**src/rtl/mux4p1_rr.sv**
```systemverilog
// mux4p1_rr: four-channel round-robin merge onto one registered stream.
// Each output word carries the index of the lane that supplied it.
module mux4p1_rr #(
  parameter int WIDTH = 8
) (
  input  logic               clk,
  input  logic               rst,
  input  logic [3:0]         in_valid,
  input  logic [4*WIDTH-1:0] in_data,
  output logic [3:0]         in_ready,
  output logic               out_valid,
  input  logic               out_ready,
  output logic [WIDTH-1:0]   out_data,
  output logic [1:0]         out_sel
);

  logic             r_valid;
  logic [WIDTH-1:0] r_data;
  logic [1:0]       r_sel;
  logic [1:0]       r_ptr;

  logic             w_can_load;
  logic             w_hit;
  logic [1:0]       w_gnt;
  logic             w_load;
  logic [WIDTH-1:0] w_word;

  assign w_can_load = !r_valid || out_ready;

  // Scan from ptr+3 down to ptr so the nearest valid lane wins.
  always_comb begin
    w_hit = 1'b0;
    w_gnt = r_ptr;
    for (int k = 3; k >= 0; k--) begin
      if (in_valid[r_ptr + 2'(k)]) begin
        w_hit = 1'b1;
        w_gnt = r_ptr + 2'(k);
      end
    end
  end

  assign w_load = !rst && w_can_load && w_hit;
  assign w_word = in_data[int'(w_gnt)*WIDTH +: WIDTH];

  always_comb begin
    in_ready = 4'b0000;
    if (w_load) begin
      in_ready[w_gnt] = 1'b1;
    end
  end

  always_ff @(posedge clk) begin
    if (rst) begin
      r_valid <= 1'b0;
      r_data  <= '0;
      r_sel   <= 2'b00;
      r_ptr   <= 2'b00;
    end else if (w_can_load) begin
      if (w_hit) begin
        r_valid <= 1'b1;
        r_data  <= w_word;
        r_sel   <= w_gnt;
        r_ptr   <= w_gnt + 2'd1;
      end else begin
        r_valid <= 1'b0;
      end
    end
  end

  assign out_valid = r_valid;
  assign out_data  = r_data;
  assign out_sel   = r_sel;

endmodule

```
**config.mk**
```make
export PLATFORM = sky130hd
export DESIGN_NAME = mux4p1_rr
export DESIGN_NICKNAME = d
export VERILOG_FILES = /design/src/rtl/mux4p1_rr.sv
export SDC_FILE = /design/constraint.sdc
export NUM_CORES = 1
export LEC_CHECK = 0
export CAP_MARGIN = 20
export CORE_MARGIN = 8
export CORE_UTILIZATION = 40
export DETAILED_ROUTE_END_ITERATION = 8
export GPL_TIMING_DRIVEN = 0
export MAX_ROUTING_LAYER = met4
export PLACE_DENSITY = 0.85
export REMOVE_ABC_BUFFERS = 1
export SLEW_MARGIN = 20
export SYNTH_ARGS = -nofsm -noshare
export SYNTH_HDL_FRONTEND = slang
export SYNTH_SLANG_ARGS = --single-unit
```
**constraint.sdc**
```tcl
create_clock -name clk -period 6.7 [get_ports clk]
set_clock_uncertainty 0.05 [all_clocks]
set_input_delay 2.01 -clock clk [delete_from_list [all_inputs] [get_ports clk]]
set_output_delay 2.01 -clock clk [all_outputs]
set_load 0.05 [all_outputs]
```
==> impl_results.md <==
* Outcome: finished, final reports clean
* Post-route DRC violation count at 0
* Synthesis-stage register bit count at 13
* Finished Layout Cells at 180
* Max Clk Rate at 154 MHz
* Share of total power consumed by net switching at 42.7%
* Register Area at 260 um^2
* Clock slew at reported path FFs at 0.08 ns
* Number of setup violations in the final report at 0
* Met3 Resource Use GR at 5.12%
* Critical path data required time at 4.64 ns
* Depth of the CTS H-tree at 1
* Max-cap check violation count at 0
* Clock tree from TritonCTS: yes
* Area of the mapped netlist at 906 um^2
* RSZ-0062 raised after global routing: no
* Crit path cell chain: clkdlybuf4s50_1 -> nor2_1 -> a21o_1 -> nor3_4 -> nor2_1 -> clkdlybuf4s50_1
* Number of cells after detailed placement at 176
* Hold violation count in the final report at 0
* Number of distinct standard cells referenced by the synthesized netlist at 31
* Proportion of layout cells with a drive suffix above 1 at 13.2%
* Worst slew margin relative to its limit at 63.0%
* Quantity of I/O buffers inserted on ports at 53
* Cell type with the largest total area after synthesis: dfxtp_1
* Clock buffers created by TritonCTS at 3
* Total detailed-routing wirelength at 3.40 mm
* Sequential area share after synthesis at 28.7%
* Horizontal die dimension at 63.6 um
* Die Area at 4040 um^2
* Final total negative setup slack at 0 ns
* Slew Limit Fails at 0
* Number of buffer and inverter stages on the critical path at 2
* Cell family with the largest share of critical-path delay: buffers and inverters
* Clock sinks at 13
* Final RePlAce weighted congestion at 0.740
* Power density relative to cell area at 222 nW/um^2
* Fill cell count at 189
* Met2 capacity usage during global routing at 29.8%
* Overflow left after global routing at 0
* Top-Level Pins at 54
* Vias in the first global route at 1102
* Total global routing track utilization at 17.5%
* Critical path start-end classification: primary input to output port
* Average cell area after synthesis at 9.15 um^2
* Type of the worst min-delay path: register to register
* Met1 Track Usage GR at 18.8%
* Top-area cell type share of the netlist area at 28.7%
* Time the worst path needs with I/O delays and setup at 6.48 ns
* Combinational cell fraction of total power at 53.8%
* Leakage power total at 0.551 nW
* Detailed-route wire length per cell at 18.9 um
* Crit-path max cell delay at 0.83 ns
* Most Crowded Layer GR: met2
* Number of antenna violations at the first check in global routing at 0
* Area of combinational cells with multiple inputs at 627 um^2
* Share of power burned in the clock network at 16.2%
* Worst Max-Slew Pin Slew at 0.553 ns
* Floorplan Core Area at 2170 um^2
* Part of the power in registers at 30.1%
* Area added between synthesis and finish at 63.7%
* Final net count at 192
* Synth area leaders: dfxtp_1 (29%), mux2_2 (9.9%), a221o_1 (8.8%)
* Worst vdd rail ir drop at 0.136 mV
* Avg Vias per Cell at 5.79
* Buffer cell driving the clock tree root: clkbuf_4
* Share of the clock period used by the worst path at 96.8%
* Slowest cell on crit path: clkdlybuf4s50_1
* Placement row count at 17
* Type of element capturing the critical path: output port
* Switching pwr at 0.140 mW
* Diodes inserted at 0
* Cell-internal power at 0.188 mW
* Buffer levels on the longest clock path at 2
* First-pass GRT wire length at 5.53 mm
* Warnings from Yosys at 0
* HPWL after detailed placement at 2.61 mm
* Kind of start point of the critical path: primary input
* Critical-path maximum fanout at 9
* Number of detailed-route iterations in the first pass at 4
* Data arrival time of the critical path at 4.42 ns
* Synth Instances at 99
* Die Height at 63.6 um
* Via count at 1043
* Pin count of the biggest net entering global routing at 11
* Clock latency on the worst-skew pair at 0.30 ns
* Starting Density at 41.8%
* DRC marker count from the first detailed-route iteration at 60
* Post-DRT Antenna Nets at 0
logic make-up after synthesis:
family / Yosys count / share of synthesized area, %
DFF: 13 / 28.7
buffers and inverters: 5 / 2.48
AOI/OAI and AO/OA: 35 / 31.9
muxes: 10 / 12.2
and+or+nand+nor: 35 / 23.8
xor gates and xnor gates: 1 / 0.967
final cells by class:
class	instances	share of cell area (%)
clock buffer	4	1.77
sequential	13	17.6
inverter	1	0.253
tap	28	2.36
multi-input combinational	81	42.3
timing repair buffer	53	35.8
synth_stat cells, drive strengths merged:
cell type and count:
a2111oi 1, a211oi 2, buf 4, xnor2 1
nor3b 1, nor4 1, mux2i 2, or2 1
o31ai 8, a21o 1, and2 1, nor2b 5
o21ai 2, o21a 1, nand2b 1, a221o 8
dfxtp 13, inv 1, a21oi 10, and3 2
o21bai 1, nand4 8, nor2 12, o21ba 1
nor3 2, nand3 1, mux2 8
through the flow:
step	power (mW)	hold WS [ns]	util (%)	instance area [um^2]	setup WS (ns)
floorplan	0.211	0.451	-	887	1.17
global placement	0.271	0.418	67.0	1450	0.227
detailed placement	0.276	0.423	67.0	1450	0.121
CTS	0.330	0.446	68.2	1480	0.107
global route	0.346	0.474	68.3	1480	0.0837
finish	0.329	0.441	68.3	1480	0.217
per-layer routing:
layer	share of wire (%)	wire, um
met4	1.4	48
met1	40	1370
met5	0	0
met2	50	1700
met3	8.4	286
power groups by stage:
stage / clock network [mW] / logic (mW) / registers [mW]
2_1_floorplan: 0 / 0.0757 / 0.136
3_3_place_gp: 0 / 0.171 / 0.0997
3_5_place_dp: 0 / 0.176 / 0.100
4_1_cts: 0.0545 / 0.177 / 0.0988
5_1_grt: 0.0570 / 0.188 / 0.101
6_report: 0.0531 / 0.177 / 0.0988
layout by cell type, fill, tap and decap left out:
| cell type | count |
|---|---|
| o31ai_1 | 8 |
| nand2b_1 | 1 |
| dfxtp_1 | 13 |
| nor4_1 | 1 |
| a21o_1 | 1 |
| nand4_1 | 8 |
| mux2_2 | 8 |
| o21a_1 | 1 |
| nor2_1 | 12 |
| and3_1 | 2 |
| or2_1 | 1 |
| a221o_1 | 8 |
| o21ai_2 | 2 |
| inv_1 | 1 |
| o21bai_4 | 1 |
| nor3_4 | 1 |
| clkdlybuf4s50_1 | 53 |
| o21ba_2 | 1 |
| nand3_4 | 1 |
| clkbuf_4 | 3 |
| and2_1 | 1 |
| xnor2_1 | 1 |
| clkbuf_1 | 1 |
| a21oi_1 | 9 |
| a21oi_4 | 1 |
| mux2i_1 | 2 |
| a2111oi_2 | 1 |
| nor3b_2 | 1 |
| nor3_1 | 1 |
| a211oi_1 | 2 |
| nor2b_1 | 5 |
final timing paths:
path / slack, ns / from / cells after the start / to
setup / recovery: 0.22 / in_valid[1] / 6 / in_ready[0]
hold / removal: 0.44 / out_data[2] / 1 / out_data[2]
hold reg to reg: 0.44 / out_data[2] / 1 / out_data[2]
setup reg to reg: 4.65 / r_ptr[1] / 5 / out_data[1]
timing repair:
| item | in CTS | in global routing |
|---|---|---|
| gates resized for setup | 0 | 1 |
| hold buffers | 0 | 0 |
| setup endpoints to repair | 0 | 2 |
| setup buffers | 0 | 0 |
registers in the layout, summed over array words and instances, names as in the netlist:
signal,count
r_ptr,2
out_valid,1
out_sel,2
out_data,8
No activity file was read; power rests on OpenSTA's default activity.
